==> config.mk <==
export PLATFORM = sky130hd
export DESIGN_NAME = noc_isolation_ctrl_flat
export DESIGN_NICKNAME = d
export VERILOG_FILES = /design/src/rtl/noc_isolation_ctrl_if.sv /design/src/rtl/noc_isolation_ctrl.sv /design/src/flat_wrapper.sv
export SDC_FILE = /design/constraint.sdc
export NUM_CORES = 1
export LEC_CHECK = 0
export CAP_MARGIN = 20
export CORE_MARGIN = 3
export CORE_UTILIZATION = 40
export CTS_CLUSTER_SIZE = 30
export DETAILED_ROUTE_END_ITERATION = 8
export PLACE_DENSITY = 0.63
export SYNTH_ARGS = -nofsm -noshare
export SYNTH_HDL_FRONTEND = slang
export SYNTH_SLANG_ARGS = --single-unit
==> constraint.sdc <==
create_clock -name clk_i -period 2.4 [get_ports clk_i]
set_input_delay 0.48 -clock clk_i [delete_from_list [all_inputs] [get_ports clk_i]]
set_output_delay 0.48 -clock clk_i [all_outputs]
set_load 0.02 [all_outputs]
==> src/rtl/noc_isolation_ctrl_if.sv <==
// AW/AR address gating and B/R response observation signals between an AXI
// initiator, its isolation fence and the NoC ingress.
interface noc_isolation_ctrl_if;
  logic aw_valid_i;
  logic aw_ready_o;
  logic aw_valid_o;
  logic aw_ready_i;
  logic ar_valid_i;
  logic ar_ready_o;
  logic ar_valid_o;
  logic ar_ready_i;
  logic b_valid_i;
  logic b_ready_i;
  logic r_valid_i;
  logic r_ready_i;
  logic r_last_i;

  modport slave (
    input  aw_valid_i, aw_ready_i, ar_valid_i, ar_ready_i,
    input  b_valid_i, b_ready_i, r_valid_i, r_ready_i, r_last_i,
    output aw_valid_o, aw_ready_o, ar_valid_o, ar_ready_o
  );

  modport master (
    output aw_valid_i, aw_ready_i, ar_valid_i, ar_ready_i,
    output b_valid_i, b_ready_i, r_valid_i, r_ready_i, r_last_i,
    input  aw_valid_o, aw_ready_o, ar_valid_o, ar_ready_o
  );
endinterface

==> src/rtl/noc_isolation_ctrl.sv <==
// Per-port fence for one NoC AXI initiator: throttles AW/AR at an outstanding
// limit, and on request blocks new addresses, drains responses, reports isolated.
module noc_isolation_ctrl #(
  parameter int MaxOutstanding = 64,
  parameter int CntWidth       = $clog2(MaxOutstanding + 1),
  parameter int TimeoutCycles  = 1024
) (
  input  logic                clk_i,
  input  logic                rst_i,
  noc_isolation_ctrl_if.slave bus,
  input  logic                isolate_req_i,
  output logic                isolate_ack_o,
  output logic                idle_o,
  output logic                timeout_o,
  output logic                err_o,
  output logic [CntWidth-1:0] wr_cnt_o,
  output logic [CntWidth-1:0] rd_cnt_o
);

  localparam int ToWidth = (TimeoutCycles > 0) ? $clog2(TimeoutCycles + 1) : 1;
  localparam logic [CntWidth-1:0] MaxCnt  = CntWidth'(MaxOutstanding);
  localparam logic [ToWidth-1:0]  ToLimit = ToWidth'(TimeoutCycles);
  localparam logic                ToEn    = (TimeoutCycles != 0);

  typedef enum logic [1:0] {
    RUN,
    DRAIN,
    ISOLATED
  } state_e;

  state_e              state;
  state_e              state_nxt;
  logic                aw_pend;
  logic                ar_pend;
  logic                aw_pend_nxt;
  logic                ar_pend_nxt;
  logic                aw_gate;
  logic                ar_gate;
  logic                aw_hs;
  logic                ar_hs;
  logic                b_hs;
  logic                r_hs;
  logic                wr_underflow;
  logic                rd_underflow;
  logic [CntWidth-1:0] wr_cnt_nxt;
  logic [CntWidth-1:0] rd_cnt_nxt;
  logic [ToWidth-1:0]  to_cnt;

  // Returns {underflow, next count}; a decrement at zero holds the count at 0.
  function automatic logic [CntWidth:0] step_cnt(input logic [CntWidth-1:0] cnt,
                                                 input logic inc, input logic dec);
    logic [CntWidth-1:0] nxt;
    logic                uf;
    nxt = cnt;
    uf  = 1'b0;
    if (inc && !dec) begin
      nxt = cnt + 1'b1;
    end else if (dec && !inc) begin
      if (cnt == '0) uf = 1'b1;
      else           nxt = cnt - 1'b1;
    end
    return {uf, nxt};
  endfunction

  // A pending address keeps its gate open so a presented valid is never withdrawn.
  assign aw_gate = ((state == RUN) && (wr_cnt_o < MaxCnt)) || aw_pend;
  assign ar_gate = ((state == RUN) && (rd_cnt_o < MaxCnt)) || ar_pend;

  assign bus.aw_valid_o = aw_gate & bus.aw_valid_i;
  assign bus.aw_ready_o = aw_gate & bus.aw_ready_i;
  assign bus.ar_valid_o = ar_gate & bus.ar_valid_i;
  assign bus.ar_ready_o = ar_gate & bus.ar_ready_i;

  assign aw_hs = bus.aw_valid_o & bus.aw_ready_i;
  assign ar_hs = bus.ar_valid_o & bus.ar_ready_i;
  assign b_hs  = bus.b_valid_i & bus.b_ready_i;
  assign r_hs  = bus.r_valid_i & bus.r_ready_i & bus.r_last_i;

  assign aw_pend_nxt = bus.aw_valid_o & ~bus.aw_ready_i;
  assign ar_pend_nxt = bus.ar_valid_o & ~bus.ar_ready_i;

  always_comb begin
    {wr_underflow, wr_cnt_nxt} = step_cnt(wr_cnt_o, aw_hs, b_hs);
    {rd_underflow, rd_cnt_nxt} = step_cnt(rd_cnt_o, ar_hs, r_hs);
  end

  always_comb begin
    state_nxt = state;
    unique case (state)
      RUN:      if (isolate_req_i) state_nxt = DRAIN;
      DRAIN: begin
        if (!isolate_req_i) state_nxt = RUN;
        else if (idle_o)    state_nxt = ISOLATED;
      end
      ISOLATED: if (!isolate_req_i) state_nxt = RUN;
      default:  state_nxt = RUN;
    endcase
  end

  always_ff @(posedge clk_i or posedge rst_i) begin
    if (rst_i) begin
      state         <= RUN;
      wr_cnt_o      <= '0;
      rd_cnt_o      <= '0;
      aw_pend       <= 1'b0;
      ar_pend       <= 1'b0;
      err_o         <= 1'b0;
      idle_o        <= 1'b1;
      isolate_ack_o <= 1'b0;
      to_cnt        <= '0;
      timeout_o     <= 1'b0;
    end else begin
      state         <= state_nxt;
      wr_cnt_o      <= wr_cnt_nxt;
      rd_cnt_o      <= rd_cnt_nxt;
      aw_pend       <= aw_pend_nxt;
      ar_pend       <= ar_pend_nxt;
      err_o         <= err_o | wr_underflow | rd_underflow;
      // idle reflects post-edge counters so DRAIN can leave one cycle after the last response
      idle_o        <= (wr_cnt_nxt == '0) && (rd_cnt_nxt == '0) && !aw_pend_nxt && !ar_pend_nxt;
      isolate_ack_o <= (state == ISOLATED);
      if ((state == DRAIN) && (state_nxt == DRAIN)) begin
        if (to_cnt != ToLimit) to_cnt <= to_cnt + 1'b1;
        timeout_o <= ToEn && (to_cnt >= ToLimit - 1'b1);
      end else begin
        to_cnt    <= '0;
        timeout_o <= 1'b0;
      end
    end
  end

endmodule

==> src/flat_wrapper.sv <==
// flat-port wrapper written by rule: the top's interface ports become plain ports
module noc_isolation_ctrl_flat 
#(
  parameter int MaxOutstanding = 64,
  parameter int CntWidth       = $clog2(MaxOutstanding + 1),
  parameter int TimeoutCycles  = 1024
)
  (clk_i, rst_i, isolate_req_i, isolate_ack_o, idle_o, timeout_o, err_o, wr_cnt_o, rd_cnt_o, bus_aw_valid_i, bus_aw_ready_i, bus_ar_valid_i, bus_ar_ready_i, bus_b_valid_i, bus_b_ready_i, bus_r_valid_i, bus_r_ready_i, bus_r_last_i, bus_aw_valid_o, bus_aw_ready_o, bus_ar_valid_o, bus_ar_ready_o);
  noc_isolation_ctrl_if bus_i ();
  input  logic clk_i;
  input  logic rst_i;
  input  logic isolate_req_i;
  output logic isolate_ack_o;
  output logic idle_o;
  output logic timeout_o;
  output logic err_o;
  output logic [CntWidth-1:0] wr_cnt_o;
  output logic [CntWidth-1:0] rd_cnt_o;
  input wire logic [$bits(bus_i.aw_valid_i)-1:0] bus_aw_valid_i;
  input wire logic [$bits(bus_i.aw_ready_i)-1:0] bus_aw_ready_i;
  input wire logic [$bits(bus_i.ar_valid_i)-1:0] bus_ar_valid_i;
  input wire logic [$bits(bus_i.ar_ready_i)-1:0] bus_ar_ready_i;
  input wire logic [$bits(bus_i.b_valid_i)-1:0] bus_b_valid_i;
  input wire logic [$bits(bus_i.b_ready_i)-1:0] bus_b_ready_i;
  input wire logic [$bits(bus_i.r_valid_i)-1:0] bus_r_valid_i;
  input wire logic [$bits(bus_i.r_ready_i)-1:0] bus_r_ready_i;
  input wire logic [$bits(bus_i.r_last_i)-1:0] bus_r_last_i;
  output wire logic [$bits(bus_i.aw_valid_o)-1:0] bus_aw_valid_o;
  output wire logic [$bits(bus_i.aw_ready_o)-1:0] bus_aw_ready_o;
  output wire logic [$bits(bus_i.ar_valid_o)-1:0] bus_ar_valid_o;
  output wire logic [$bits(bus_i.ar_ready_o)-1:0] bus_ar_ready_o;
  assign bus_i.aw_valid_i = bus_aw_valid_i;
  assign bus_i.aw_ready_i = bus_aw_ready_i;
  assign bus_i.ar_valid_i = bus_ar_valid_i;
  assign bus_i.ar_ready_i = bus_ar_ready_i;
  assign bus_i.b_valid_i = bus_b_valid_i;
  assign bus_i.b_ready_i = bus_b_ready_i;
  assign bus_i.r_valid_i = bus_r_valid_i;
  assign bus_i.r_ready_i = bus_r_ready_i;
  assign bus_i.r_last_i = bus_r_last_i;
  assign bus_aw_valid_o = bus_i.aw_valid_o;
  assign bus_aw_ready_o = bus_i.aw_ready_o;
  assign bus_ar_valid_o = bus_i.ar_valid_o;
  assign bus_ar_ready_o = bus_i.ar_ready_o;
  noc_isolation_ctrl #(.MaxOutstanding(MaxOutstanding), .CntWidth(CntWidth), .TimeoutCycles(TimeoutCycles)) u_core (.clk_i(clk_i), .rst_i(rst_i), .bus(bus_i), .isolate_req_i(isolate_req_i), .isolate_ack_o(isolate_ack_o), .idle_o(idle_o), .timeout_o(timeout_o), .err_o(err_o), .wr_cnt_o(wr_cnt_o), .rd_cnt_o(rd_cnt_o));
endmodule
==> flow_results.org, run 1 <==
** Logic synthesis
- Main synth FF type :: dfrtp_1
- Number of cells produced by synthesis :: 247
- Post-synthesis area per instance :: 8.718 um^2
- Of the post-synthesis cell area, the dominant cell type holds 0.3719.
- In this run, synthesis inferred 0 flip-flops with an integrated enable.
- Syn_nets :: 267
- Most numerous cell types in the synthesized netlist :: 32 x dfrtp_1, 28 x nor2_1, 25 x nand2_1, 17 x nand3_1, 14 x a21oi_1
- In the post-synthesis netlist, the biggest area contributors are dfrtp_1 37%, nor2_1 4.9%, ha_1 4.6%.
- Of all flip-flops after synthesis, the portion carrying an async set or reset was 1.000.
- #FFs+latches synth :: 33
- In the post-synthesis netlist, the cell with the most instances is dfrtp_1.
- Yosys mapped the design onto 57 distinct sky130hd cell types.
- Summing every instance area after synthesis gives 0.002153 mm^2.
- Sequential share of the synthesized area :: 0.3841
- The Yosys step of the flow raised 0 warnings.
- The biggest area contributor in the post-synthesis netlist is dfrtp_1.

** Cells and area
- Of the cells placed in the final design, the portion with a size suffix greater than 1 is 0.1833.
- Final non-filler cell area :: 0.002863 mm^2
- Total area of sequential cells :: 827.0 um^2
- The layout has 496 filler cells.
- Filler-free cell count of the finished design :: 381
- In the final layout, the multi-input gates occupy 0.001244 mm^2.
- The net count of the finished layout is 330.
- ANT cells :: 0
- Layout Area Growth over Synthesis :: 32.95%

** Detailed routing
- The first routing iteration left 138 violations.
- The detail route stage leaves a number of antenna-violating nets equal to 0.
- The first detailed-routing pass took 4 iterations.
- Number of DRC violations after detailed routing :: 0
- Routed vias :: 2010
- Routed WL :: 5297 um
- DR WL/cell :: 13.90 um
- In the routed layout, each cell is associated on average with a via count of 5.276.

** Global routing
- Wire length of the first global-routing pass :: 9032 um
- Entering global routing, the biggest net connects 34 pins.
- Number of global-route vias before repair :: 1973
- For this run the aggregate overflow at the end of global routing stands at 0.
- Global-route total usage across every layer :: 0.1798
- Antenna violations before repair :: 0

** Placed design
- HPWL after detailed placement :: 4079 um
- In this run, placement finished with an instance count of 373.
- Buffers placed on the I/O ports in this run total 33.
- DP Area :: 0.002766 mm^2
- Placer Congestion :: 0.9060

** CTS
- Count of hold-fix buffers inserted at cts :: 0
- Number of H-tree levels :: 2
- # clock sinks :: 33
- The number of setup buffers added after CTS is 0.
- Total CTS buffers :: 5
- The later pin in the worst-skew pair is clocked with a latency of 0.28 ns.
- Clock-pin slew was measured on the worst setup and hold paths at 0.07 ns.
- TritonCTS built the clock tree.
- The tree is rooted in a clkbuf_8.
- No sink is reached through more buffers than the 2 on the longest clock path.

** Setup path
- Crit Path Max Fanout :: 9
- The startpoint identified for the worst register-to-register timing path is u_core.state[0].
- Kind of critical path :: reg2reg
- For the worst setup path, the data arrival time is 2.42 ns.
- Destination of the critical timing path :: u_core.idle_o
- Number of cells traversed by the worst register-to-register path :: 7
- Data on the critical path is required at its endpoint by 2.60 ns.
- STA classifies the critical path endpoint as a register.
- Reg2reg end :: u_core.idle_o
- STA classifies the critical path startpoint as a register.
- The setup check on the worst reg-to-reg path leaves a slack of 0.18 ns.
- In this run the worst setup path begins at u_core.state[0].

** STA
- In the final timing run, aggregate negative setup slack is 0 ns.
- In the finished design, the share of the clock period the worst path needs comes to 0.9249.
- On the final layout, the worst clock skew is 0.01184 ns.
- In this run the tightest slew margin relative to its limit is 0.6376.
- Minimum clock period :: 2.220 ns
- Max frequency :: 0.4505 GHz
- Count of final hold-check violations :: 0
- Max-slew violations :: 0
- Least-Margin Pin Slew :: 0.5419 ns
- Setup repair after global routing left no endpoint under its margin.
- Setup violations remaining at the end of the flow were counted as 0.

** Power and ir drop
- Of the total power, combinational logic draws 0.551.
- Largest vdd supply drop :: 398.4 uV
- For this design the total switching power over the nets is 1124 uW.
- Of the total power, the share spent switching nets is 0.4229.
- For this design the static power due to leakage is 0.001259 uW.
- Design internal power :: 1533 uW
- Clock network power share :: 0.152
- In this run the power density over the cells is 928.1 mW/mm^2.
- The share of total power dissipated in sequential elements is 0.297.

** Floorplanning
- Count of pins on the block boundary :: 34
- Die Outline Area :: 0.006300 mm^2
- Floorplan row count :: 26
- The die is 79.37 um tall.
- The die is 79.37 um wide.
- Core region area :: 0.005172 mm^2
- Initial standard-cell utilization of the core :: 0.4163

** Run status
- The run finished with clean final reports.

** Worst hold path
- Hold/Removal Path Class :: reg2reg
- Counting instances, the worst hold path has a depth of 2.

** Run
- Across the run, the number of max-cap violations was 0.
==> cell families after synthesis <==
| group | Yosys count | synth area share |
|---|---|---|
| multiplexers | 3 | 0.01453 |
| flip-flops | 33 | 0.3841 |
| AND/OR/NAND/NOR | 124 | 0.3202 |
| AO/OA/AOI/OAI | 47 | 0.1505 |
| adder cells (fa/ha/maj) | 8 | 0.04649 |
| buffers and inverters | 22 | 0.04358 |
| XOR/XNOR | 10 | 0.04067 |
==> layer usage <==
layer / global-route usage / vias up / part of all wire
li1: - / 1016 / -
met5: 0 / - / 0
met1: 0.2384 / 933 / 0.48
met4: 0.07045 / 0 / 0.017
met2: 0.2879 / 53 / 0.45
met3: 0.03612 / 8 / 0.047
==> power by group through the flow <==
stage	sequential [uW]	clock, uW	combinational (uW)
3_5_place_dp	801	0	1460
3_3_place_gp	799	0	1450
6_report	789	404	1460
5_1_grt	809	444	1590
4_1_cts	791	420	1460
2_1_floorplan	926	0	698
==> worst min path at each step <==
stage	to	slack (ns)	start
finish	u_core.err_o	0.50	u_core.err_o
global route	u_core.err_o	0.56	u_core.err_o
CTS	u_core.err_o	0.50	u_core.err_o
detailed placement	u_core.err_o	0.49	u_core.err_o
global placement	u_core.err_o	0.48	u_core.err_o
floorplan	u_core.timeout_o	0.50	u_core.to_cnt[10]
==> repair_timing <==
item / in CTS / in global routing
pin swaps: 0 / 0
endpoints found under the hold margin: 0 / 0
endpoints found under the setup margin: 3 / 2
gates resized for setup: 3 / 3
==> sequential cells by signal (all words and copies together) (netlist names) <==
signal / count
u_core.isolate_ack_o: 1
u_core.wr_cnt_o: 7
u_core.timeout_o: 1
u_core.err_o: 1
u_core.rd_cnt_o: 7
u_core.idle_o: 1
u_core.aw_pend: 1
u_core.state: 2
u_core.ar_pend: 1
u_core.to_cnt: 11
==> critical path, stage by stage (launching register included) <==
cell,delay [ns]
dfrtp_1,0.41
or3_4,0.41
a21o_1,0.30
or3_4,0.43
nand3_1,0.09
o31a_1,0.15
nand4bb_1,0.12
nor4_2,0.22
==> layout make-up <==
cell class,count,share of cell area
Multi-Input combinational cell,192,0.4344
Sequential cell,33,0.2889
Timing Repair Buffer,65,0.1989
Tap cell,70,0.03059
Clock buffer,5,0.02404
Inverter,13,0.01705
Clock inverter,3,0.006119
==> cell usage in the layout (no fill, tap or decap), types with 5 or more instances in the layout <==
master,Yosys,final
ha_1,8,8
clkbuf_8,0,5
nand4_1,6,6
and3_1,11,11
nand3_1,17,17
xnor2_1,5,5
buf_4,0,32
dfrtp_1,32,32
nor2_1,28,28
xor2_1,5,5
inv_1,13,13
nor3_1,7,7
clkdlybuf4s50_1,0,29
a21oi_1,14,13
nand2_1,25,25
o21ai_0,7,7
==> stage by stage <==
step / hold WS, ns / util / setup WS, ns / total power (uW)
floorplan: 0.5031 / - / 0.2357 / 1624
global placement: 0.4784 / 0.5348 / -0.03200 / 2254
detailed placement: 0.4886 / 0.5348 / -0.07394 / 2262
CTS: 0.5025 / 0.5508 / 0.001201 / 2675
global route: 0.5577 / 0.5535 / 0.0003313 / 2844
finish: 0.4999 / 0.5535 / 0.1803 / 2657
Note: power is estimated with default switching activity, not from simulation.
==> inputs of run 2 (changes only) <==
--- a/config.mk
+++ b/config.mk
@@ -10,7 +10,9 @@
 export CORE_UTILIZATION = 40
 export CTS_CLUSTER_SIZE = 30
 export DETAILED_ROUTE_END_ITERATION = 8
+export GPL_ROUTABILITY_DRIVEN = 0
 export PLACE_DENSITY = 0.63
+export SLEW_MARGIN = 20
 export SYNTH_ARGS = -nofsm -noshare
 export SYNTH_HDL_FRONTEND = slang
 export SYNTH_SLANG_ARGS = --single-unit
==> run 2 against run 1 <==
Via count up 2.3%. Die area unchanged. Highest routed layer unchanged. Clock power increased by 1%.
==> flow_results.org, run 2 (synthesis gave the netlist of run 1 again) <==
** Worst hold path
- The class of the tightest hold or removal check is reg2reg (unchanged).

** Cells and area
- Layout Area Growth over Synthesis :: 31.90% (was 32.95%)
- Biggest registers after layout :: u_core.to_cnt (11), u_core.rd_cnt_o (7), u_core.wr_cnt_o (7) (unchanged)
- The number of flip-flops in the largest register came to 11 (unchanged).
- The layout cell share with drive strength beyond 1 was 0.1748 (was 0.1833).
- The antenna diode count is 0 (unchanged).
- Filler-free cell count of the finished design :: 379 (was 381)
- Top register by number of flip-flops :: u_core.to_cnt (unchanged)
- Most common library cell in the layout ignoring fill and taps :: dfrtp_1
- Commonest non-fill, non-tap cells in the layout: 32 x dfrtp_1, 30 x buf_4, 29 x clkdlybuf4s50_1 (was 32 x buf_4, 32 x dfrtp_1, 29 x clkdlybuf4s50_1).
- Finished Core Util :: 0.5491 (was 0.5535)
- The number of nets in the finished design came to 328 (was 330).

** Power and ir drop
- The leakage power of the design is 0.001240 uW (was 0.001259 uW).
- Largest vdd supply drop :: 619.9 uV (was 398.4 uV)
- Power Dens Cells :: 925.1 mW/mm^2 (was 928.1 mW/mm^2)

** Setup path
- The category of the worst setup path capture point is a register (unchanged).
- The launching element type of the critical path is a register (unchanged).
- The data arrival time at the worst-slack endpoint is 2.49 ns (was 2.42 ns).
- Kind of critical path :: reg2reg (unchanged)
- The reg-to-reg setup timing slack is 0.11 ns (was 0.18 ns).
- Worst EP required :: 2.60 ns (about the same)
- Crit Path Max Fanout :: 9 (unchanged)

** STA
- The achievable clock frequency was 0.4365 GHz (was 0.4505 GHz).
- Crit path setup slack, layout :: 0.1090 ns (was 0.1803 ns)
- The hold violation total from the final report came to 0 (unchanged).
- RSZ-0062 raised after global routing :: no (unchanged)
- Setup Skew :: 0.004683 ns (was 0.01184 ns)
- Max-slew violations :: 0 (unchanged)
- Worst Hold Margin :: 0.4933 ns (was 0.4999 ns)
- Worst slew margin relative to its limit :: 0.7169 (was 0.6376)
- The transition time at the pin with the least slew margin was 0.4247 ns (was 0.5419 ns).
- The post-route minimum period came to 2.291 ns (was 2.220 ns).
- Final sum of negative setup slack :: 0 ns (unchanged)
- Share of the clock period used by the worst path after layout :: 0.9546 (was 0.9249)
- Final setup viols :: 0 (unchanged)

** CTS
- The insertion delay of the later-clocked pin in the worst-skew pair is 0.28 ns (about the same).
- The buffer type at the clock tree root was clkbuf_8 (unchanged).
- The maximum count of clock buffers along a single path came to 2 (unchanged).
- Number of H-tree levels :: 2 (unchanged)
- The number of CTS-inserted buffers is 5 (unchanged).
- The count of clock tree sinks was 33 (unchanged).
- The clock tree from TritonCTS is built (unchanged).
- The register clock-pin slew on the reported worst setup and hold paths was 0.07 ns (about the same).

** Floorplanning
- Floorplan row count :: 26 (unchanged)
- The total core area was 0.005172 mm^2 (unchanged).
- The floorplan die width was 79.37 um (unchanged).
- The area of the die was 0.006300 mm^2 (unchanged).
- Initial standard-cell utilization of the core :: 0.4163 (unchanged)
- The height of the die was 79.37 um (unchanged).
- The number of top-level pins is 34 (unchanged).

** Global routing
- The largest net degree at the start of global routing was 34 (unchanged).
- The total routing usage reported by global routing was 0.1854 (was 0.1798).
- Number of global-route vias before repair :: 1938 (was 1973)
- The initial antenna violation count is 0 (unchanged).
- Wire length of the first global-routing pass :: 9232 um (was 9032 um)
- The final global-route overflow total came to 0 (unchanged).

** Detailed routing
- Post-route antenna net violation count :: 0 (unchanged)
- The total iterations of the first detailed-routing run is 4 (unchanged).
- The total via count after detailed routing was 2056 (was 2010).
- The number of violations reported at the end of detailed-routing iteration 0 is 139 (was 138).
- The number of vias per cell after detailed routing is 5.425 (was 5.276).
- The length of routed wiring on met1 is 2516 um (was 2569 um).
- The mean routed wirelength per cell came to 14.12 um (was 13.90 um).
- Number of DRC violations after detailed routing :: 0 (unchanged)
- Routed WL :: 5350 um (was 5297 um)
- Routed length on met3 :: 295 um (was 247 um)
- The routed length on met2 is 2453 um (was 2388 um).
- The highest metal layer with signal wires is met4 (unchanged).

** Placed design
- The worst slack at placement was -0.05359 ns (was -0.07394 ns).
- Number of buffers added on ports :: 33 (unchanged)
- The detailed placer's ending HPWL is 4142 um (was 4079 um).
- Placed instance count :: 371 (was 373)

** Run status
- Outcome: finished, final reports clean (unchanged).

** Run
- Max Cap Violations :: 0 (unchanged)
-- run 2: metrics by stage --
step                      power [uW]  cell area [um^2]
after global placement          2219              2751
after global routing            2824              2840
final                           2628              2840
after detailed placement        2232              2751
after CTS                       2648              2833
after floorplan                 1624              2153
-- run 2: final cells by class --
cell class / count / area, um^2
clock inverter: 3 / 17.52
inverter: 13 / 48.80
multi-input combinational: 192 / 1240
sequential: 33 / 827.0
tap: 70 / 87.58
clock buffer: 5 / 68.82
timing repair buffer: 63 / 550.5
fill: 476 / 2332
-- run 2: power by group --
part | switching (uW) | total (uW) | leakage [uW] | internal [uW]
clock | 210 | 410 | 0.0000439 | 200
combinational | 789 | 1430 | 0.000766 | 640
sequential | 121 | 788 | 0.000430 | 667
total | 1120 | 2630 | 0.00124 | 1510
-- run 2: what timing repair did --
item,CTS,global route
buffers inserted,0,0
endpoints found under the setup margin,4,1
hold buffers,0,0
resized for setup,4,1
-- run 2: metal layers --
metal	track usage	vias to the layer above
met2	0.2811	73
met4	0.06014	0
met1	0.2650	960
li1	-	1014
met3	0.03612	9
met5	0	-
-- run 2: final timing paths --
| check | endpoint | cells past startpoint | startpoint |
|---|---|---|---|
| max reg2reg | u_core.idle_o | 7 | u_core.state[0] |
| max in group asynchronous | u_core.idle_o | 3 | rst_i |
| min in group asynchronous | u_core.wr_cnt_o[6] | 3 | rst_i |
| max | u_core.idle_o | 7 | u_core.state[0] |
| min | u_core.err_o | 2 | u_core.err_o |
| min reg2reg | u_core.err_o | 2 | u_core.err_o |
-- run 2: worst max-delay path, stage by stage (launching register included) --
cell	delay [ns]
dfrtp_1	0.42
or3_4	0.43
a21o_1	0.31
or3_4	0.43
nand3_1	0.09
o31a_1	0.15
nand4bb_1	0.14
nor4_2	0.23
